<file path="config.mk">
export PLATFORM = sky130hd
export DESIGN_NAME = dffram_arb2
export DESIGN_NICKNAME = d
export VERILOG_FILES = /design/src/rtl/dffram_arb_pkg.sv /design/src/rtl/dffram_arb2_grant.sv /design/src/rtl/dffram_arb2.sv
export SDC_FILE = /design/constraint.sdc
export NUM_CORES = 1
export LEC_CHECK = 0
export BUFFER_PORTS_ARGS = -buffer_cell sky130_fd_sc_hd__buf_2
export CAP_MARGIN = 25
export CORE_ASPECT_RATIO = 0.7
export CORE_MARGIN = 8
export CORE_UTILIZATION = 27
export CTS_CLUSTER_DIAMETER = 100
export DETAILED_ROUTE_END_ITERATION = 6
export PLACE_DENSITY = 0.92
export REMOVE_ABC_BUFFERS = 1
export SLEW_MARGIN = 5
export SYNTH_ARGS = -nofsm -noshare
export SYNTH_HDL_FRONTEND = slang
export SYNTH_SLANG_ARGS = --single-unit
</file>
<file path="constraint.sdc">
create_clock -name HCLK -period 2.9 [get_ports HCLK]
set_input_delay 0.435 -clock HCLK [delete_from_list [all_inputs] [get_ports HCLK]]
set_output_delay 0.435 -clock HCLK [all_outputs]
set_load 0.02 [all_outputs]
</file>
<file path="src/rtl/dffram_arb_pkg.sv">
// Shared constants and types for the two-port DFFRAM arbiter.
// Word-address widths: AW_128/AW_256/AW_512 select the macro depth.
package dffram_arb_pkg;

    localparam int NPORTS = 2;
    localparam int AW_128 = 7;
    localparam int AW_256 = 8;
    localparam int AW_512 = 9;
    localparam int DW     = 32;
    localparam int BW     = 4;

    // With two requesters a single bit names a port.
    typedef logic port_idx_t;

    function automatic logic [NPORTS-1:0] port_onehot(input port_idx_t p);
        return p ? 2'b10 : 2'b01;
    endfunction

endpackage

</file>
<file path="src/rtl/dffram_arb2_grant.sv">
// Winner selection plus round-robin pointer and bus-lock registers.
// Optional build macro: DFFRAM_ARB2_FIXED_PRIO_EN (port 0 wins ties, no rr pointer).
//
//   lock state          | meaning
//   --------------------+----------------------------------------------
//   r_lock_act = 0      | both ports eligible, ties go to rr pointer
//   r_lock_act = 1      | only r_lock_own eligible until it transfers
//                       | with lock deasserted
module dffram_arb2_grant
    import dffram_arb_pkg::*;
(
    input  logic              i_clk,
    input  logic              i_rst_n,
    input  logic [NPORTS-1:0] i_valid,
    input  logic [NPORTS-1:0] i_lock,
    output logic [NPORTS-1:0] o_grant,
    output port_idx_t         o_winner
);

    logic              r_lock_act;
    port_idx_t         r_lock_own;
    port_idx_t         w_rr_ptr;
    port_idx_t         w_winner;
    logic [NPORTS-1:0] w_elig;
    logic [NPORTS-1:0] w_grant;

`ifdef DFFRAM_ARB2_FIXED_PRIO_EN
    assign w_rr_ptr = 1'b0;
`else
    port_idx_t r_rr_ptr;

    // Priority passes to the other port after every transfer.
    always_ff @(posedge i_clk or negedge i_rst_n) begin
        if (!i_rst_n) begin
            r_rr_ptr <= 1'b0;
        end else if (|w_grant) begin
            r_rr_ptr <= ~w_winner;
        end
    end

    assign w_rr_ptr = r_rr_ptr;
`endif

    // Eligibility and winner; grant is forced low while reset is asserted.
    always_comb begin
        w_elig = i_valid;
        if (r_lock_act) begin
            w_elig = i_valid & port_onehot(r_lock_own);
        end
        case (w_elig)
            2'b01:   w_winner = 1'b0;
            2'b10:   w_winner = 1'b1;
            default: w_winner = w_rr_ptr;
        endcase
        w_grant = ((|w_elig) && i_rst_n) ? port_onehot(w_winner) : '0;
    end

    // Lock is taken by any transfer with lock set, dropped by the owner's unlocked transfer.
    always_ff @(posedge i_clk or negedge i_rst_n) begin
        if (!i_rst_n) begin
            r_lock_act <= 1'b0;
            r_lock_own <= 1'b0;
        end else if (|w_grant) begin
            if (i_lock[w_winner]) begin
                r_lock_act <= 1'b1;
                r_lock_own <= w_winner;
            end else if (r_lock_act && (r_lock_own == w_winner)) begin
                r_lock_act <= 1'b0;
            end
        end
    end

    assign o_grant  = w_grant;
    assign o_winner = w_winner;

endmodule

</file>
<file path="src/rtl/dffram_arb2.sv">
// Two-requester arbiter in front of a single-port DFFRAM word macro.
// One transfer per cycle; read data returns one cycle after grant.
// Optional build macro: DFFRAM_ARB2_FIXED_PRIO_EN (handled in dffram_arb2_grant).
module dffram_arb2
    import dffram_arb_pkg::*;
#(
    parameter int AW = AW_128
) (
    input  logic                 HCLK,
    input  logic                 HRESETn,
    input  logic [NPORTS-1:0]    req_valid,
    output logic [NPORTS-1:0]    req_ready,
    input  logic [NPORTS-1:0]    req_write,
    input  logic [NPORTS-1:0]    req_lock,
    input  logic [NPORTS*AW-1:0] req_addr,
    input  logic [NPORTS*DW-1:0] req_wdata,
    input  logic [NPORTS*BW-1:0] req_be,
    output logic [NPORTS-1:0]    rsp_valid,
    output logic [DW-1:0]        rsp_rdata,
    output logic                 ram_en,
    output logic [BW-1:0]        ram_we,
    output logic [AW-1:0]        ram_addr,
    output logic [DW-1:0]        ram_di,
    input  logic [DW-1:0]        ram_do
);

    logic [NPORTS-1:0] w_grant;
    port_idx_t         w_sel;
    logic              w_write;
    logic [BW-1:0]     w_be;
    logic              r_rsp_pend;
    port_idx_t         r_rsp_own;

    dffram_arb2_grant u_grant (
        .i_clk    (HCLK),
        .i_rst_n  (HRESETn),
        .i_valid  (req_valid),
        .i_lock   (req_lock),
        .o_grant  (w_grant),
        .o_winner (w_sel)
    );

    assign req_ready = w_grant;
    assign ram_en    = |w_grant;
    assign w_write   = req_write[w_sel];
    assign w_be      = w_sel ? req_be[2*BW-1:BW] : req_be[BW-1:0];
    assign ram_addr  = w_sel ? req_addr[2*AW-1:AW] : req_addr[AW-1:0];
    assign ram_di    = w_sel ? req_wdata[2*DW-1:DW] : req_wdata[DW-1:0];
    assign ram_we    = (ram_en && w_write) ? w_be : '0;

    // A granted read produces a response tagged with its port on the next cycle.
    always_ff @(posedge HCLK or negedge HRESETn) begin
        if (!HRESETn) begin
            r_rsp_pend <= 1'b0;
            r_rsp_own  <= 1'b0;
        end else begin
            r_rsp_pend <= ram_en && !w_write;
            if (ram_en) begin
                r_rsp_own <= w_sel;
            end
        end
    end

    assign rsp_valid = r_rsp_pend ? port_onehot(r_rsp_own) : '0;
    assign rsp_rdata = ram_do;

endmodule

</file>
# Word-level counts from Yosys, hierarchy flattened
# Cells that the tools add are included.
# totals
n_memories	0
in_bits	126
romBits	0
register_bits	5
output_inout_bits	80
latchBits	0
wordCells	38
ram_bits	0
# classes
div_mod_pow	0
add_sub_neg	0
eq_ne	3
reduce_logical	10
mul	0
shifts	0
bitwise_logic	2
magnitude_cmp	1
n_mux	17
# ops
operator	count
$mux 32	1
$mux 2	6
$mux 4	2
$mux 7	1
$mux 1	6
$logic_and 1x1->1	4
$reduce_and 2->1	2
$reduce_or 2->1	2
$and 2x2->2	1
$eq 2x1->1 const B	1
$eq 2x2->1 const B	1
$lt 1x2->1 const B	1
$pmux 1 s2	1
$reduce_bool 2->1	1
$eq 1x1->1	1
$logic_not 1->1	1
$not 1->1	1

# Depth between registers and ports, before layout
# Gate-level depths: netlist (run 1).
# logic_depth
ltp_word	10
mapped_depth	9
depth_no_buf	8

# Cells and area by module
# From an unflattened synthesis (run 1), not the netlist that was laid out.
# unflattened
hier_cells	121
hier_area_um2	1191.1
# modules_own_cells
mod	seq_area_each_um2	n_inst	cells_per_inst	area_each_um2
dffram_arb2	50.0	1	93	920.9
dffram_arb2_grant	75.1	1	28	270.3

# Least setup slack after synthesis (run 1)
# Ideal clock, no wire load.
# synth_path
path_type	input to output
start	input port req_valid[1]
end	output port ram_we[2]
path_stages	6
arrival_ps	2015
required_ps	2465
path_slack_ps	450
path_buffers	1
cell_sequence	a21boi_0 ha_1 mux2_2 buf_2 nand3_1 a21oi_1
# synth_via
elab_chain_cells	9
elab_cells_between_ends	15
classes_between	eq/ne (2); mux (8); bitwise (1); reduce/logical (4)
# synth_lines
element	line_no	source
start, declared	dffram_arb2.sv:11	input logic [NPORTS-1:0] req_valid,
$and 2x2->2	dffram_arb2_grant.sv:48	w_elig = i_valid & port_onehot(r_lock_own);
$mux 2 *	dffram_arb2_grant.sv:47	if (r_lock_act) begin
$eq 2x2->1 / $eq 2x1->1 (equally long branches)	dffram_arb2_grant.sv:50	case (w_elig)
$pmux 1 s2	dffram_arb2_grant.sv:50	
$mux 2	dffram_arb_pkg.sv:16	return p ? 2'b10 : 2'b01;
$mux 2	dffram_arb2_grant.sv:55	w_grant = ((|w_elig) && i_rst_n) ? port_onehot(w_winner) : '0;
$reduce_or 2->1	dffram_arb2.sv:44	assign ram_en = |w_grant;
$logic_and 1x1->1	dffram_arb2.sv:49	assign ram_we = (ram_en && w_write) ? w_be : '0;
$mux 4 *	dffram_arb2.sv:49	
end, declared	dffram_arb2.sv:21	output logic [BW-1:0] ram_we,
# Mark *: on every way between the ends. The rest lies on a longest branch, timed or not. The select of a mux whose other input is x is not followed.

# Final worst setup path (run 1)
# layout_path
start	register u_grant.r_lock_own
end	output port ram_di[18]
# layout_via
elab_chain_cells	6
elab_cells_between_ends	7
classes_between	eq/ne (2); mux (4); bitwise (1)
# layout_lines
element	line_no	source
start, declared	dffram_arb2_grant.sv:21	port_idx_t r_lock_own;
start signal, assigned	dffram_arb2_grant.sv:66	r_lock_own <= w_winner;
$mux 2 *	dffram_arb_pkg.sv:16	
$and 2x2->2 *	dffram_arb2_grant.sv:48	
$mux 2 *	dffram_arb2_grant.sv:47	
$eq 2x2->1 / $eq 2x1->1 (equally long branches)	dffram_arb2_grant.sv:50	
$pmux 1 s2 *	dffram_arb2_grant.sv:50	
$mux 32 *	dffram_arb2.sv:48	assign ram_di = w_sel ? req_wdata[2*DW-1:DW] : req_wdata[DW-1:0];
end, declared	dffram_arb2.sv:23	output logic [DW-1:0] ram_di,
# Mark *: on every way between the ends. The rest lies on a longest branch, timed or not.

==> flow_summary.html, run 1 <==
<table>
<tr><th>Metric</th><th>Value</th></tr>
<tr><th colspan="2">Yosys</th></tr>
<tr><td>Multiplexer fraction of the synthesized cell area</td><td>just under 6%</td></tr>
<tr><td>Synthesized area per cell</td><td>around 5.5 µm²</td></tr>
<tr><td>Yosys reg bits</td><td>5</td></tr>
<tr><td>Post-synthesis compound-gate area fraction</td><td>roughly 4.3%</td></tr>
<tr><td>Cells after synthesis</td><td>206</td></tr>
<tr><td>Sequential fraction of the synthesis area</td><td>between 10% and 20%</td></tr>
<tr><td>Area fraction in and, or, nand and nor cells after synthesis</td><td>between 40% and 50%</td></tr>
<tr><td>XOR/XNOR share of the synthesized area</td><td>0%</td></tr>
<tr><td>Ranking of synthesized cells by area</td><td>sky130_fd_sc_hd__nand2_1 (41%), sky130_fd_sc_hd__buf_4 (21%), sky130_fd_sc_hd__dfrtp_1 (11%)</td></tr>
<tr><td>Synth Area in Adders</td><td>3.33%</td></tr>
<tr><td>Main combinational cell family by area after synthesis</td><td>simple AND/OR/NAND/NOR gates</td></tr>
<tr><td>Library cell with the largest summed area after synthesis</td><td>sky130_fd_sc_hd__nand2_1</td></tr>
<tr><td>Synthesis Warnings</td><td>0</td></tr>
<tr><td>Combined area of all synthesized cells</td><td>1130 µm²</td></tr>
<tr><td>Synth unique cells</td><td>24</td></tr>
<tr><td>Share of the synthesized area in the top cell type</td><td>approximately 41%</td></tr>
<tr><th colspan="2">Timing</th></tr>
<tr><td>Worst-case clock skew</td><td>roughly 0.0034 ns</td></tr>
<tr><td>Achievable clock frequency</td><td>367 MHz</td></tr>
<tr><td>Final cycle utilization of the critical path</td><td>between 90% and 100%</td></tr>
<tr><td>Final max-slew violation count</td><td>0</td></tr>
<tr><td>Number of setup violations in the final report</td><td>0</td></tr>
<tr><td>Minimum period implied by the final worst setup slack</td><td>roughly 2.7 ns</td></tr>
<tr><td>Number of hold violations in the final report</td><td>0</td></tr>
<tr><td>Worst max-slew margin expressed relative to the limit</td><td>between 70% and 80%</td></tr>
<tr><td>Total Neg Setup Slack</td><td>0 ns</td></tr>
<tr><td>Actual slew at the worst max-slew pin</td><td>~0.40 ns</td></tr>
<tr><td>Unrepaired setup endpoints after global routing</td><td>no</td></tr>
<tr><th colspan="2">Clocking</th></tr>
<tr><td>Buffer cell driving the clock tree root</td><td>sky130_fd_sc_hd__clkbuf_8</td></tr>
<tr><td>Worst-case clock buffer depth</td><td>2</td></tr>
<tr><td>Clock tree from TritonCTS</td><td>done</td></tr>
<tr><td>Clock-pin transition on the worst setup and hold timing paths</td><td>~0.040 ns</td></tr>
<tr><td>Clock network latency to the later pin of the worst-skew pair</td><td>between 0.2 and 0.25 ns</td></tr>
<tr><td>Number of levels the H-tree was split into</td><td>1</td></tr>
<tr><td>Number of clock sinks</td><td>5</td></tr>
<tr><td>Number of buffers created by CTS</td><td>3</td></tr>
<tr><td>Count of hold-fix buffers inserted at cts</td><td>0</td></tr>
<tr><th colspan="2">Final layout</th></tr>
<tr><td>Highest-count cells in the layout ignoring fill and taps</td><td>sky130_fd_sc_hd__buf_2 (141), sky130_fd_sc_hd__nand2_1 (122), sky130_fd_sc_hd__nand3_1 (9), sky130_fd_sc_hd__dfrtp_1 (5)</td></tr>
<tr><td>Number of nets in the final layout</td><td>between 400 and 500</td></tr>
<tr><td>Layout Cell Area excl Fill</td><td>1710 µm²</td></tr>
<tr><td>Most common cell after layout, fill and taps aside</td><td>sky130_fd_sc_hd__buf_2</td></tr>
<tr><td>Antenna Cells</td><td>0</td></tr>
<tr><td>End-of-flow core utilization</td><td>43.1%</td></tr>
<tr><td>Fraction of layout instances using a drive strength above 1</td><td>between 40% and 50%</td></tr>
<tr><td>Signed area change from the synthesized netlist to the final layout</td><td>51.7%</td></tr>
<tr><td>Number of fill cells in the layout</td><td>slightly above 400</td></tr>
<tr><th colspan="2">Power and ir drop</th></tr>
<tr><td>Worst ir drop on vdd</td><td>~0.43 mV</td></tr>
<tr><td>Power per standard cell area</td><td>1060 nW/µm²</td></tr>
<tr><td>Combinational group share of total power</td><td>85.9%</td></tr>
<tr><td>Switching Share</td><td>58.9%</td></tr>
<tr><td>Share of total power in sequential cells</td><td>7.1%</td></tr>
<tr><td>Internal power</td><td>between 0.0007 and 0.0008 W</td></tr>
<tr><td>Clock network fraction of total power</td><td>about 7%</td></tr>
<tr><td>Static leakage</td><td>1.16 nW</td></tr>
<tr><td>Switching power</td><td>roughly 0.0011 W</td></tr>
<tr><th colspan="2">Placement</th></tr>
<tr><td>Placed Area</td><td>around 1700 µm²</td></tr>
<tr><td>Buffers on Ports</td><td>between 100 and 150</td></tr>
<tr><td>DPL Wire Length</td><td>roughly 5000 µm</td></tr>
<tr><td>Final weighted congestion in routability-driven placement</td><td>0.811</td></tr>
<tr><th colspan="2">Routing</th></tr>
<tr><td>DRC violation total after the first TritonRoute iteration</td><td>37</td></tr>
<tr><td>Residual antenna-violating net count after detailed routing</td><td>0</td></tr>
<tr><td>Drt via density</td><td>between 4 and 5</td></tr>
<tr><td>Vias</td><td>around 1600</td></tr>
<tr><td>First-pass detailed-route iteration total</td><td>4</td></tr>
<tr><td>Post-detailed-route DRC marker count</td><td>0</td></tr>
<tr><td>DR WL/cell</td><td>approximately 15 µm</td></tr>
<tr><td>Routed wire length</td><td>5600 µm</td></tr>
<tr><th colspan="2">Die</th></tr>
<tr><td>Die width</td><td>roughly 93 µm</td></tr>
<tr><td>Cell Rows</td><td>19</td></tr>
<tr><td>Die Area</td><td>around 6500 µm²</td></tr>
<tr><td>Total I/O pin count</td><td>just over 200</td></tr>
<tr><td>Initial core utilization</td><td>28.4%</td></tr>
<tr><td>Die extent in y</td><td>about 70 µm</td></tr>
<tr><td>Std-Cell Core Area</td><td>approximately 4000 µm²</td></tr>
<tr><th colspan="2">GRT</th></tr>
<tr><td>Number of antenna violations at the first check in global routing</td><td>0</td></tr>
<tr><td>Total congestion overflow after global routing</td><td>0</td></tr>
<tr><td>Total routing resource utilization after global routing</td><td>between 10% and 20%</td></tr>
<tr><td>Maximum number of pins on one net before global-route repair</td><td>30</td></tr>
<tr><td>First-pass GRT wire length</td><td>about 8300 µm</td></tr>
<tr><td>Vias in the first global route</td><td>1763</td></tr>
<tr><th colspan="2">Setup path</th></tr>
<tr><td>Flop2flop setup slack</td><td>0.45 ns</td></tr>
<tr><td>Data arrival, critical path</td><td>about 2.3 ns</td></tr>
<tr><td>Start point of the critical path</td><td>u_grant.r_lock_own$_DFFE_PN0P_</td></tr>
<tr><td>Kind of critical path</td><td>reg -&gt; out</td></tr>
<tr><td>Required time of the critical path</td><td>2.47 ns</td></tr>
<tr><td>Cell depth of the worst flop-to-flop path</td><td>7</td></tr>
<tr><td>CP startpoint kind</td><td>flip-flop</td></tr>
<tr><td>Crit path capture type</td><td>primary output</td></tr>
<tr><td>R2R Path Start</td><td>u_grant.r_lock_own$_DFFE_PN0P_</td></tr>
<tr><td>Critical register-to-register path endpoint</td><td>u_grant.r_lock_own$_DFFE_PN0P_</td></tr>
<tr><td>Critical Path Fanout Max</td><td>29</td></tr>
<tr><th colspan="2">Hold path</th></tr>
<tr><td>Min-delay worst type</td><td>in -&gt; async</td></tr>
<tr><th colspan="2">Status</th></tr>
<tr><td>Result of the run</td><td>completed</td></tr>
<tr><th colspan="2">Run</th></tr>
<tr><td>Max Cap Violations</td><td>0</td></tr>
</table>
-- final cells by class --
cell class                      count  area, µm²  share of cell area [%]
Clock buffer                        4       45.0                    2.63
Tap cell                           52       65.1                    3.80
Timing Repair Buffer              145        748                    43.7
Inverter                            4       15.0                   0.877
Sequential cell                     5        125                    7.31
Multi-Input combinational cell    156        713                    41.7
-- routing by layer --
layer  global-route usage [%]  up-vias  routed length [µm]
met2                     23.1      120                2240
met3                     10.6        2                 980
met4                     2.14        2                   2
met5                     5.00        -                  37
li1                         -      823                   -
met1                     18.4      700                2330
-- power by group through the flow --
| stage | registers, W | logic (W) | clock network [W] |
|---|---|---|---|
| floorplan | 0.000121 | 0.000990 | 0 |
| global placement | 0.000126 | 0.00155 | 0 |
| detailed placement | 0.000129 | 0.00157 | 0 |
| CTS | 0.000128 | 0.00158 | 0.000130 |
| global route | 0.000131 | 0.00172 | 0.000137 |
| finish | 0.000129 | 0.00156 | 0.000127 |
-- cell usage after synthesis, drive strengths merged --
cell    instances
dfrtp           5
ha              3
nand2b          1
or3             1
nand3b          2
a31o            1
clkbuf          5
mux2i           2
and2            1
a21oi           4
a21o            1
and3            1
nand3           9
mux2            3
buf            36
nand2         122
nor2            2
nor2b           1
a21boi          1
o21ai           1
inv             4
-- how the worst max path moves through the flow --
stage                             to  slack [ns]  cells past startpoint
final                     ram_di[18]        0.17                      8
after global routing      ram_di[18]        0.02                      8
after CTS                 ram_di[18]        0.06                      8
after detailed placement  ram_di[18]        0.26                      8
after global placement    ram_di[18]        0.30                      8
after floorplan            ram_we[0]        0.14                      5
-- timing repair --
item	in CTS	in global routing
endpoints found under the setup margin	0	30
setup buffers	0	0
resized for setup	0	1
-- worst max-delay path: stages, from the launching register on --
cell	delay, ns
sky130_fd_sc_hd__dfrtp_1	0.38
sky130_fd_sc_hd__inv_1	0.07
sky130_fd_sc_hd__o21ai_0	0.34
sky130_fd_sc_hd__ha_1	0.37
sky130_fd_sc_hd__mux2_4	0.42
sky130_fd_sc_hd__buf_12	0.19
sky130_fd_sc_hd__nand2_1	0.07
sky130_fd_sc_hd__nand2_1	0.06
sky130_fd_sc_hd__buf_2	0.16
-- cells by family after synthesis --
group | after synthesis
muxes | 5
DFF | 5
AOI/OAI and AO/OA | 8
adders and majority gates | 3
and+or+nand+nor | 140
buffers and inverters | 45
-- sequential cells by signal (all words and copies together), names as in the netlist --
signal	cells
u_grant.r_lock_act	1
u_grant.r_lock_own	1
u_grant.r_rr_ptr	1
r_rsp_own	1
r_rsp_pend	1
-- through the flow --
stage | power, W | cells | setup slack (ns) | hold slack [ns]
after global routing | 0.00199 | 366 | 0.0244 | 0.0529
after floorplan | 0.00111 | 165 | 0.143 | 0.139
after global placement | 0.00167 | 362 | 0.305 | 0.270
after detailed placement | 0.00170 | 362 | 0.257 | 0.275
after CTS | 0.00184 | 366 | 0.0551 | 0.0451
final | 0.00182 | 366 | 0.174 | 0.0429
No activity file was read; power rests on OpenSTA's default activity.
==> run 2, diff against run 1 <==
--- a/config.mk
+++ b/config.mk
@@ -9,7 +9,7 @@
 export CAP_MARGIN = 25
 export CORE_ASPECT_RATIO = 0.7
 export CORE_MARGIN = 8
-export CORE_UTILIZATION = 27
+export CORE_UTILIZATION = 28
 export CTS_CLUSTER_DIAMETER = 100
 export DETAILED_ROUTE_END_ITERATION = 6
 export PLACE_DENSITY = 0.92
@@ -17,4 +17,5 @@
 export SLEW_MARGIN = 5
 export SYNTH_ARGS = -nofsm -noshare
 export SYNTH_HDL_FRONTEND = slang
+export SYNTH_HIERARCHICAL = 1
 export SYNTH_SLANG_ARGS = --single-unit
==> flow_summary.html, run 2 <==
<table>
<tr><th>Metric</th><th>Value</th></tr>
<tr><th colspan="2">Status</th></tr>
<tr><td>Result of the run</td><td>completed</td></tr>
<tr><th colspan="2">Timing</th></tr>
<tr><td>Tightest hold margin</td><td>0.0343 ns (-0.00860 ns)</td></tr>
<tr><td>Unrepaired setup endpoints after global routing</td><td>no</td></tr>
<tr><td>Actual slew at the worst max-slew pin</td><td>0.297 ns (-0.0982 ns)</td></tr>
<tr><td>Achievable clock frequency</td><td>364 MHz (-0.77%)</td></tr>
<tr><td>Number of setup violations in the final report</td><td>0 (unchanged)</td></tr>
<tr><td>Worst-case clock skew</td><td>0.00254 ns (-0.000870 ns)</td></tr>
<tr><td>Minimum period implied by the final worst setup slack</td><td>2.75 ns (+0.0212 ns)</td></tr>
<tr><td>Final max-slew violation count</td><td>0 (unchanged)</td></tr>
<tr><td>Number of hold violations in the final report</td><td>0 (unchanged)</td></tr>
<tr><td>Worst max-slew margin expressed relative to the limit</td><td>79.8% (+6.2 points)</td></tr>
<tr><td>Final cycle utilization of the critical path</td><td>94.7% (+0.73 points)</td></tr>
<tr><th colspan="2">Routing</th></tr>
<tr><td>First-pass detailed-route iteration total</td><td>2 (-2)</td></tr>
<tr><td>Post-detailed-route DRC marker count</td><td>0 (unchanged)</td></tr>
<tr><td>DRC violation total after the first TritonRoute iteration</td><td>49 (+32%)</td></tr>
<tr><td>Vias</td><td>1294 (-21%)</td></tr>
<tr><td>Drt via density</td><td>4.52 (+0.54%)</td></tr>
<tr><td>Residual antenna-violating net count after detailed routing</td><td>0 (unchanged)</td></tr>
<tr><td>Routed wire length</td><td>5400 µm (-3.6%)</td></tr>
<tr><td>DR WL/cell</td><td>18.9 µm (+23%)</td></tr>
<tr><th colspan="2">Setup path</th></tr>
<tr><td>R2R Path Start</td><td>u_grant/r_lock_own$_DFFE_PN0P_</td></tr>
<tr><td>Cell depth of the worst flop-to-flop path</td><td>8 (+1)</td></tr>
<tr><td>Data arrival, critical path</td><td>2.31 ns (+0.02 ns)</td></tr>
<tr><td>Crit path capture type</td><td>primary output</td></tr>
<tr><td>Kind of critical path</td><td>reg -&gt; out</td></tr>
<tr><td>Flop2flop setup slack</td><td>0.66 ns (+0.21 ns)</td></tr>
<tr><td>Setup crit end</td><td>ram_we[2]</td></tr>
<tr><td>CP startpoint kind</td><td>flip-flop</td></tr>
<tr><td>Start point of the critical path</td><td>u_grant/r_lock_own$_DFFE_PN0P_</td></tr>
<tr><td>Required time of the critical path</td><td>2.47 ns (about the same)</td></tr>
<tr><td>Critical register-to-register path endpoint</td><td>r_rsp_own$_DFFE_PN0P_</td></tr>
<tr><td>Critical Path Fanout Max</td><td>18 (-38%)</td></tr>
<tr><th colspan="2">Yosys</th></tr>
<tr><td>Count of flip-flops with a built-in enable after synthesis</td><td>0 (unchanged)</td></tr>
<tr><td>Synth unique cells</td><td>22 (-8.3%)</td></tr>
<tr><td>Primary flip-flop cell chosen by synthesis mapping</td><td>sky130_fd_sc_hd__dfrtp_1</td></tr>
<tr><td>Library cell with the highest instance count after synthesis</td><td>sky130_fd_sc_hd__mux2_2</td></tr>
<tr><td>Cells after synthesis</td><td>121 (-41%)</td></tr>
<tr><td>Synthesis Warnings</td><td>6 (+6)</td></tr>
<tr><td>Fraction of registers with async set/reset</td><td>100% (unchanged)</td></tr>
<tr><td>List of most frequent post-synthesis cells</td><td>sky130_fd_sc_hd__mux2_2 (35), sky130_fd_sc_hd__buf_4 (32), sky130_fd_sc_hd__mux2_4 (8)</td></tr>
<tr><td>Share of the synthesized area in the top cell type</td><td>33.1% (-7.5 points)</td></tr>
<tr><td>Yosys reg bits</td><td>5 (unchanged)</td></tr>
<tr><td>Synthesized area per cell</td><td>9.84 µm² (+80%)</td></tr>
<tr><td>Sequential fraction of the synthesis area</td><td>10.5% (-0.58 points)</td></tr>
<tr><td>Ranking of synthesized cells by area</td><td>sky130_fd_sc_hd__mux2_2 (33%), sky130_fd_sc_hd__buf_4 (20%), sky130_fd_sc_hd__dfrtp_1 (11%)</td></tr>
<tr><td>Library cell with the largest summed area after synthesis</td><td>sky130_fd_sc_hd__mux2_2</td></tr>
<tr><td>Combined area of all synthesized cells</td><td>1190 µm² (+5.5%)</td></tr>
<tr><th colspan="2">Clocking</th></tr>
<tr><td>Worst-case clock buffer depth</td><td>2 (unchanged)</td></tr>
<tr><td>Number of clock sinks</td><td>5 (unchanged)</td></tr>
<tr><td>Number of buffers created by CTS</td><td>3 (unchanged)</td></tr>
<tr><td>Clock-pin transition on the worst setup and hold timing paths</td><td>0.04 ns (about the same)</td></tr>
<tr><td>Count of hold-fix buffers inserted at cts</td><td>0 (unchanged)</td></tr>
<tr><td>Clock tree from TritonCTS</td><td>done</td></tr>
<tr><td>Clock network latency to the later pin of the worst-skew pair</td><td>0.22 ns (about the same)</td></tr>
<tr><td>Buffer cell driving the clock tree root</td><td>sky130_fd_sc_hd__clkbuf_8</td></tr>
<tr><td>Number of levels the H-tree was split into</td><td>1 (unchanged)</td></tr>
<tr><th colspan="2">Hold path</th></tr>
<tr><td>Min-delay worst type</td><td>in -&gt; async</td></tr>
<tr><th colspan="2">GRT</th></tr>
<tr><td>Vias in the first global route</td><td>1495 (-15%)</td></tr>
<tr><td>First-pass GRT wire length</td><td>7860 µm (-5.1%)</td></tr>
<tr><td>Maximum number of pins on one net before global-route repair</td><td>26 (-13%)</td></tr>
<tr><td>Total routing resource utilization after global routing</td><td>15.3% (-0.44 points)</td></tr>
<tr><td>Number of antenna violations at the first check in global routing</td><td>0 (unchanged)</td></tr>
<tr><td>Total congestion overflow after global routing</td><td>0 (unchanged)</td></tr>
<tr><th colspan="2">Die</th></tr>
<tr><td>Initial core utilization</td><td>28.3% (-0.094 points)</td></tr>
<tr><td>Die extent in y</td><td>70.6 µm (+0.68%)</td></tr>
<tr><td>Total I/O pin count</td><td>206 (unchanged)</td></tr>
<tr><td>Die width</td><td>94.0 µm (+0.73%)</td></tr>
<tr><td>Std-Cell Core Area</td><td>4200 µm² (+5.9%)</td></tr>
<tr><td>Die Area</td><td>6630 µm² (+1.4%)</td></tr>
<tr><td>Cell Rows</td><td>20 (+1)</td></tr>
<tr><th colspan="2">Final layout</th></tr>
<tr><td>Number of fill cells in the layout</td><td>437 (+8.4%)</td></tr>
<tr><td>Sequential cell area in the final layout</td><td>125 µm² (unchanged)</td></tr>
<tr><td>End-of-flow core utilization</td><td>41.7% (-1.4 points)</td></tr>
<tr><td>Area occupied by multi-input gates</td><td>773 µm² (+8.4%)</td></tr>
<tr><td>Highest-count cells in the layout ignoring fill and taps</td><td>sky130_fd_sc_hd__buf_2 (141), sky130_fd_sc_hd__mux2_2 (35), sky130_fd_sc_hd__mux2_4 (8), sky130_fd_sc_hd__mux2i_1 (5), sky130_fd_sc_hd__dfrtp_1 (5)</td></tr>
<tr><td>Number of nets in the final layout</td><td>361 (-19%)</td></tr>
<tr><td>Signed area change from the synthesized netlist to the final layout</td><td>47.1%</td></tr>
<tr><td>Most common cell after layout, fill and taps aside</td><td>sky130_fd_sc_hd__buf_2</td></tr>
<tr><td>Antenna Cells</td><td>0 (unchanged)</td></tr>
<tr><td>Fraction of layout instances using a drive strength above 1</td><td>84.0% (+36 points)</td></tr>
<tr><th colspan="2">Power and ir drop</th></tr>
<tr><td>Static leakage</td><td>0.992 nW (-14%)</td></tr>
<tr><td>Worst ir drop on vdd</td><td>0.508 mV (+18%)</td></tr>
<tr><td>Power per standard cell area</td><td>1040 nW/µm² (-2.3%)</td></tr>
<tr><th colspan="2">Placement</th></tr>
<tr><td>DPL Wire Length</td><td>4850 µm (-1.6%)</td></tr>
<tr><td>Final weighted congestion in routability-driven placement</td><td>0.838 (+3.3%)</td></tr>
<tr><td>Buffers on Ports</td><td>141 (unchanged)</td></tr>
<tr><th colspan="2">Run</th></tr>
<tr><td>Max Cap Violations</td><td>0 (unchanged)</td></tr>
</table>
run 2: cell types whose count changed in the layout (fill, tap and decap cells not counted), sizes merged, moves of 2 or more:
| cell | delta |
|---|---|
| mux2 | +40 |
| nor3 | +4 |
| nand2 | -119 |
| a21oi | -4 |
| buf | -2 |
| mux2i | +4 |
| nand3b | -2 |
| nand3 | -9 |
| nand2b | +2 |
run 2: area by class of cell:
class                   count  share of cell area (%)
inverters                   4                   0.857
repair buffers            143                    41.4
multi-input cells          75                    44.1
flip-flops and latches      5                    7.14
well taps                  55                    3.93
clock buffers               4                    2.57
run 2: what timing repair did:
item / 4_1_cts / 5_1_grt
setup endpoints to repair: 23 / 41
pin swaps: 0 / 0
setup buffers: 0 / 0
resized for setup: 2 / 3
run 2: per-layer routing:
layer  up-vias  wire length (µm)  global-route usage (%)
met4         0                27                    2.10
met2       110              2260                    21.3
met5         -                 0                    4.96
li1        608                 -                       -
met1       574              2220                    18.3
met3         2               885                    11.3
run 2: metrics by stage:
stage | instance area (µm²) | worst slack (ns) | power, W | TNS, ns | std cells
finish | 1750 | 0.152 | 0.00182 | 0 | 286
global placement | 1680 | 0.263 | 0.00165 | 0 | 282
detailed placement | 1680 | 0.188 | 0.00167 | 0 | 282
CTS | 1730 | 0.0487 | 0.00182 | 0 | 286
global route | 1750 | 0.00818 | 0.00194 | 0 | 286
floorplan | 891 | -0.144 | 0.00124 | -0.576 | 84
run 2: logic make-up after synthesis:
family	synth area share, %
fa+ha+maj	3.15
compound gates	3.15
buf+inv	26.5
mux	48.5
flops	10.5
simple gates	8.19
run 2: power by group:
group | switching (W) | total (W) | internal, W
registers | 0.0000216 | 0.000125 | 0.000103
clock network | 0.0000324 | 0.000127 | 0.0000942
logic | 0.000835 | 0.00157 | 0.000732
total | 0.000889 | 0.00182 | 0.000930
run 2: worst max-delay path, stage by stage, from the launching register on:
cell                       delay, ns
sky130_fd_sc_hd__dfrtp_1        0.38
sky130_fd_sc_hd__nand2b_1       0.16
sky130_fd_sc_hd__and2_1         0.21
sky130_fd_sc_hd__ha_4           0.30
sky130_fd_sc_hd__mux2_4         0.35
sky130_fd_sc_hd__buf_4          0.22
sky130_fd_sc_hd__mux2i_1        0.14
sky130_fd_sc_hd__nor3_1         0.13
sky130_fd_sc_hd__buf_2          0.19
run 2: how the worst min path moves through the flow:
stage	slack, ns	end	from	cells past startpoint
after CTS	0.03	u_grant/r_lock_act$_DFFE_PN0P_	HRESETn	1
after floorplan	0.14	r_rsp_own$_DFFE_PN0P_	HRESETn	0
after detailed placement	0.27	r_rsp_own$_DFFE_PN0P_	HRESETn	1
final	0.03	u_grant/r_lock_act$_DFFE_PN0P_	HRESETn	1
after global routing	0.04	u_grant/r_lock_act$_DFFE_PN0P_	HRESETn	1
after global placement	0.26	r_rsp_pend$_DFF_PN0_	HRESETn	1
==> run 3, diff against run 2 <==
--- a/config.mk
+++ b/config.mk
@@ -7,12 +7,11 @@
 export LEC_CHECK = 0
 export BUFFER_PORTS_ARGS = -buffer_cell sky130_fd_sc_hd__buf_2
 export CAP_MARGIN = 25
-export CORE_ASPECT_RATIO = 0.7
 export CORE_MARGIN = 8
 export CORE_UTILIZATION = 28
 export CTS_CLUSTER_DIAMETER = 100
 export DETAILED_ROUTE_END_ITERATION = 6
-export PLACE_DENSITY = 0.92
+export PLACE_DENSITY = 0.88
 export REMOVE_ABC_BUFFERS = 1
 export SLEW_MARGIN = 5
 export SYNTH_ARGS = -nofsm -noshare
==> flow_summary.html, run 3 (synthesis results as in run 2) <==
<table>
<tr><th>Metric</th><th>Value</th></tr>
<tr><th colspan="2">Placement</th></tr>
<tr><td>DPL Wire Length</td><td>5540 µm (+14%)</td></tr>
<tr><td>Placed Area</td><td>1680 µm² (about the same)</td></tr>
<tr><td>Final weighted congestion in routability-driven placement</td><td>0.774 (-7.6%)</td></tr>
<tr><td>Buffers on Ports</td><td>141 (unchanged)</td></tr>
<tr><th colspan="2">Clocking</th></tr>
<tr><td>Clock network latency to the later pin of the worst-skew pair</td><td>0.22 ns (about the same)</td></tr>
<tr><td>Buffer cell driving the clock tree root</td><td>sky130_fd_sc_hd__clkbuf_8</td></tr>
<tr><td>Clock tree from TritonCTS</td><td>done</td></tr>
<tr><td>Number of levels the H-tree was split into</td><td>1 (unchanged)</td></tr>
<tr><td>Worst-case clock buffer depth</td><td>2 (unchanged)</td></tr>
<tr><td>Number of buffers created by CTS</td><td>3 (unchanged)</td></tr>
<tr><td>Number of clock sinks</td><td>5 (unchanged)</td></tr>
<tr><td>Count of buffers added by post-CTS timing repair for setup</td><td>0 (unchanged)</td></tr>
<tr><td>Clock-pin transition on the worst setup and hold timing paths</td><td>0.04 ns (about the same)</td></tr>
<tr><th colspan="2">Power and ir drop</th></tr>
<tr><td>Share of total power in sequential cells</td><td>6.7% (about the same)</td></tr>
<tr><td>Power per standard cell area</td><td>1060 nW/µm² (+2.4%)</td></tr>
<tr><td>Switching power</td><td>0.000928 W (+4.4%)</td></tr>
<tr><td>Switching Share</td><td>49.6% (+0.75 points)</td></tr>
<tr><td>Internal power</td><td>0.000942 W (+1.3%)</td></tr>
<tr><td>Worst ir drop on vdd</td><td>0.431 mV (-15%)</td></tr>
<tr><td>Total design power</td><td>0.00187 W (+2.8%)</td></tr>
<tr><td>Static leakage</td><td>0.995 nW (+0.26%)</td></tr>
<tr><td>Combinational group share of total power</td><td>86.5% (+0.3 points)</td></tr>
<tr><td>Clock network fraction of total power</td><td>6.9% (about the same)</td></tr>
<tr><th colspan="2">Setup path</th></tr>
<tr><td>Required time of the critical path</td><td>2.47 ns (about the same)</td></tr>
<tr><td>Crit path capture type</td><td>primary output</td></tr>
<tr><td>R2R Path Start</td><td>u_grant/r_lock_own$_DFFE_PN0P_</td></tr>
<tr><td>Critical Path Fanout Max</td><td>26 (+8)</td></tr>
<tr><td>Flop2flop setup slack</td><td>0.61 ns (-0.05 ns)</td></tr>
<tr><td>Kind of critical path</td><td>reg -&gt; out</td></tr>
<tr><td>Cell depth of the worst flop-to-flop path</td><td>9 (+1)</td></tr>
<tr><td>Critical register-to-register path endpoint</td><td>r_rsp_own$_DFFE_PN0P_</td></tr>
<tr><td>CP startpoint kind</td><td>flip-flop</td></tr>
<tr><td>Data arrival, critical path</td><td>2.34 ns (+0.03 ns)</td></tr>
<tr><th colspan="2">Routing</th></tr>
<tr><td>DRC violation total after the first TritonRoute iteration</td><td>15 (-69%)</td></tr>
<tr><td>Vias</td><td>1327 (+2.6%)</td></tr>
<tr><td>Post-detailed-route DRC marker count</td><td>0 (unchanged)</td></tr>
<tr><td>Routed wire length</td><td>6260 µm (+16%)</td></tr>
<tr><td>Drt via density</td><td>4.71 (+4.0%)</td></tr>
<tr><td>First-pass detailed-route iteration total</td><td>4 (+2)</td></tr>
<tr><td>DR WL/cell</td><td>22.2 µm (+18%)</td></tr>
<tr><td>Residual antenna-violating net count after detailed routing</td><td>0 (unchanged)</td></tr>
<tr><th colspan="2">Hold path</th></tr>
<tr><td>Min-delay worst type</td><td>in -&gt; async</td></tr>
<tr><th colspan="2">GRT</th></tr>
<tr><td>Total routing resource utilization after global routing</td><td>17.6% (+2.3 points)</td></tr>
<tr><td>Number of antenna violations at the first check in global routing</td><td>0 (unchanged)</td></tr>
<tr><td>Vias in the first global route</td><td>1640 (+9.7%)</td></tr>
<tr><td>Maximum number of pins on one net before global-route repair</td><td>27 (+3.8%)</td></tr>
<tr><td>First-pass GRT wire length</td><td>8670 µm (+10%)</td></tr>
<tr><td>Total congestion overflow after global routing</td><td>0 (unchanged)</td></tr>
<tr><th colspan="2">Final layout</th></tr>
<tr><td>Highest-count cells in the layout ignoring fill and taps</td><td>sky130_fd_sc_hd__buf_2 (138), sky130_fd_sc_hd__mux2_2 (35), sky130_fd_sc_hd__mux2_4 (8)</td></tr>
<tr><td>Number of nets in the final layout</td><td>362 (+0.28%)</td></tr>
<tr><td>Fraction of layout instances using a drive strength above 1</td><td>83.6% (-0.36 points)</td></tr>
<tr><td>Signed area change from the synthesized netlist to the final layout</td><td>47.6%</td></tr>
<tr><td>Most common cell after layout, fill and taps aside</td><td>sky130_fd_sc_hd__buf_2</td></tr>
<tr><td>Layout Cell Area excl Fill</td><td>1760 µm² (+0.36%)</td></tr>
<tr><td>Antenna Cells</td><td>0 (unchanged)</td></tr>
<tr><th colspan="2">Timing</th></tr>
<tr><td>Final max-slew violation count</td><td>0 (unchanged)</td></tr>
<tr><td>Achievable clock frequency</td><td>361 MHz (-0.83%)</td></tr>
<tr><td>Number of setup violations in the final report</td><td>0 (unchanged)</td></tr>
<tr><td>Worst-case clock skew</td><td>0.000669 ns (-0.00187 ns)</td></tr>
<tr><td>Actual slew at the worst max-slew pin</td><td>0.352 ns (+0.0552 ns)</td></tr>
<tr><td>Final cycle utilization of the critical path</td><td>95.5% (+0.80 points)</td></tr>
<tr><td>Unrepaired setup endpoints after global routing</td><td>yes</td></tr>
<tr><td>Number of hold violations in the final report</td><td>0 (unchanged)</td></tr>
<tr><td>Worst max-slew margin expressed relative to the limit</td><td>76.1% (-3.8 points)</td></tr>
<tr><td>Minimum period implied by the final worst setup slack</td><td>2.77 ns (+0.0231 ns)</td></tr>
<tr><th colspan="2">Die</th></tr>
<tr><td>Die extent in y</td><td>81.2 µm (+15%)</td></tr>
<tr><td>Die Area</td><td>6600 µm² (-0.50%)</td></tr>
<tr><td>Cell Rows</td><td>23 (+15%)</td></tr>
<tr><td>Total I/O pin count</td><td>206 (unchanged)</td></tr>
<tr><td>Std-Cell Core Area</td><td>4060 µm² (-3.5%)</td></tr>
<tr><td>Initial core utilization</td><td>29.4% (+1.0 points)</td></tr>
<tr><td>Die width</td><td>81.2 µm (-14%)</td></tr>
<tr><th colspan="2">Run</th></tr>
<tr><td>Max Cap Violations</td><td>0 (unchanged)</td></tr>
<tr><th colspan="2">Status</th></tr>
<tr><td>Result of the run</td><td>completed</td></tr>
</table>
==> run 3: cell types whose count changed in the layout (fill, tap and decap cells not counted) <==
cell / previous run / this run
sky130_fd_sc_hd__nor2_1: 0 / 1
sky130_fd_sc_hd__buf_2: 141 / 138
sky130_fd_sc_hd__nor2_2: 1 / 0
sky130_fd_sc_hd__buf_4: 1 / 5
==> run 3: critical path, cell delays in order (launching register included) <==
cell and delay, ns:
sky130_fd_sc_hd__dfrtp_1 0.38, sky130_fd_sc_hd__nand2b_1 0.16, sky130_fd_sc_hd__and2_1 0.21, sky130_fd_sc_hd__ha_4 0.27
sky130_fd_sc_hd__mux2_4 0.25, sky130_fd_sc_hd__buf_6 0.27, sky130_fd_sc_hd__mux2_2 0.39, sky130_fd_sc_hd__buf_2 0.17
==> run 3: power by group through the flow <==
stage / registers, W / logic, W / clock network, W
final: 0.000124 / 0.00162 / 0.000129
after global routing: 0.000129 / 0.00174 / 0.000140
after CTS: 0.000124 / 0.00160 / 0.000133
after detailed placement: 0.000123 / 0.00159 / 0
after global placement: 0.000123 / 0.00156 / 0
after floorplan: 0.000118 / 0.00112 / 0
==> run 3: layout make-up <==
class | instances | area, µm²
clock buffer | 4 | 45.0
fill | 405 | 2300
inverter | 4 | 15.0
multi-input combinational | 75 | 771
sequential | 5 | 125
tap | 50 | 62.6
timing repair buffer | 144 | 739
==> run 3: through the flow <==
stage / cells / worst slack (ns) / utilization (%) / setup TNS [ns] / hold WS [ns]
4_1_cts: 282 / 0.0409 / 42.7 / 0 / 0.0312
3_3_place_gp: 278 / 0.289 / 41.4 / 0 / 0.266
3_5_place_dp: 278 / 0.212 / 41.4 / 0 / 0.268
2_1_floorplan: 84 / -0.144 / - / -0.576 / 0.139
6_report: 282 / 0.129 / 43.3 / 0 / 0.0345
5_1_grt: 282 / -0.0396 / 43.3 / -0.0594 / 0.0353
==> run 3: worst max path at each step <==
stage                                   startpoint    endpoint  depth (start not counted)
floorplan           u_grant/r_lock_own$_DFFE_PN0P_   ram_we[0]                          8
global route        u_grant/r_lock_own$_DFFE_PN0P_   ram_we[1]                          8
finish              u_grant/r_lock_own$_DFFE_PN0P_  ram_di[12]                          7
global placement    u_grant/r_lock_own$_DFFE_PN0P_   ram_di[2]                          7
CTS                 u_grant/r_lock_own$_DFFE_PN0P_   ram_we[0]                          9
detailed placement  u_grant/r_lock_own$_DFFE_PN0P_  ram_di[12]                          7
==> run 3: repair_timing <==
action	4_1_cts	5_1_grt
hold buffers	0	0
setup endpoints to repair	18	44
endpoints found under the hold margin	0	0
gates resized for setup	2	5
gates cloned	0	0
==> run 3: per-layer routing <==
metal	vias to the layer above	global-route usage, %	part of all wire, %
li1	612	-	-
met1	590	20.2	39
met2	117	25.2	45
met3	6	13.4	16
met4	2	3.21	0.43
met5	-	6.15	0.66
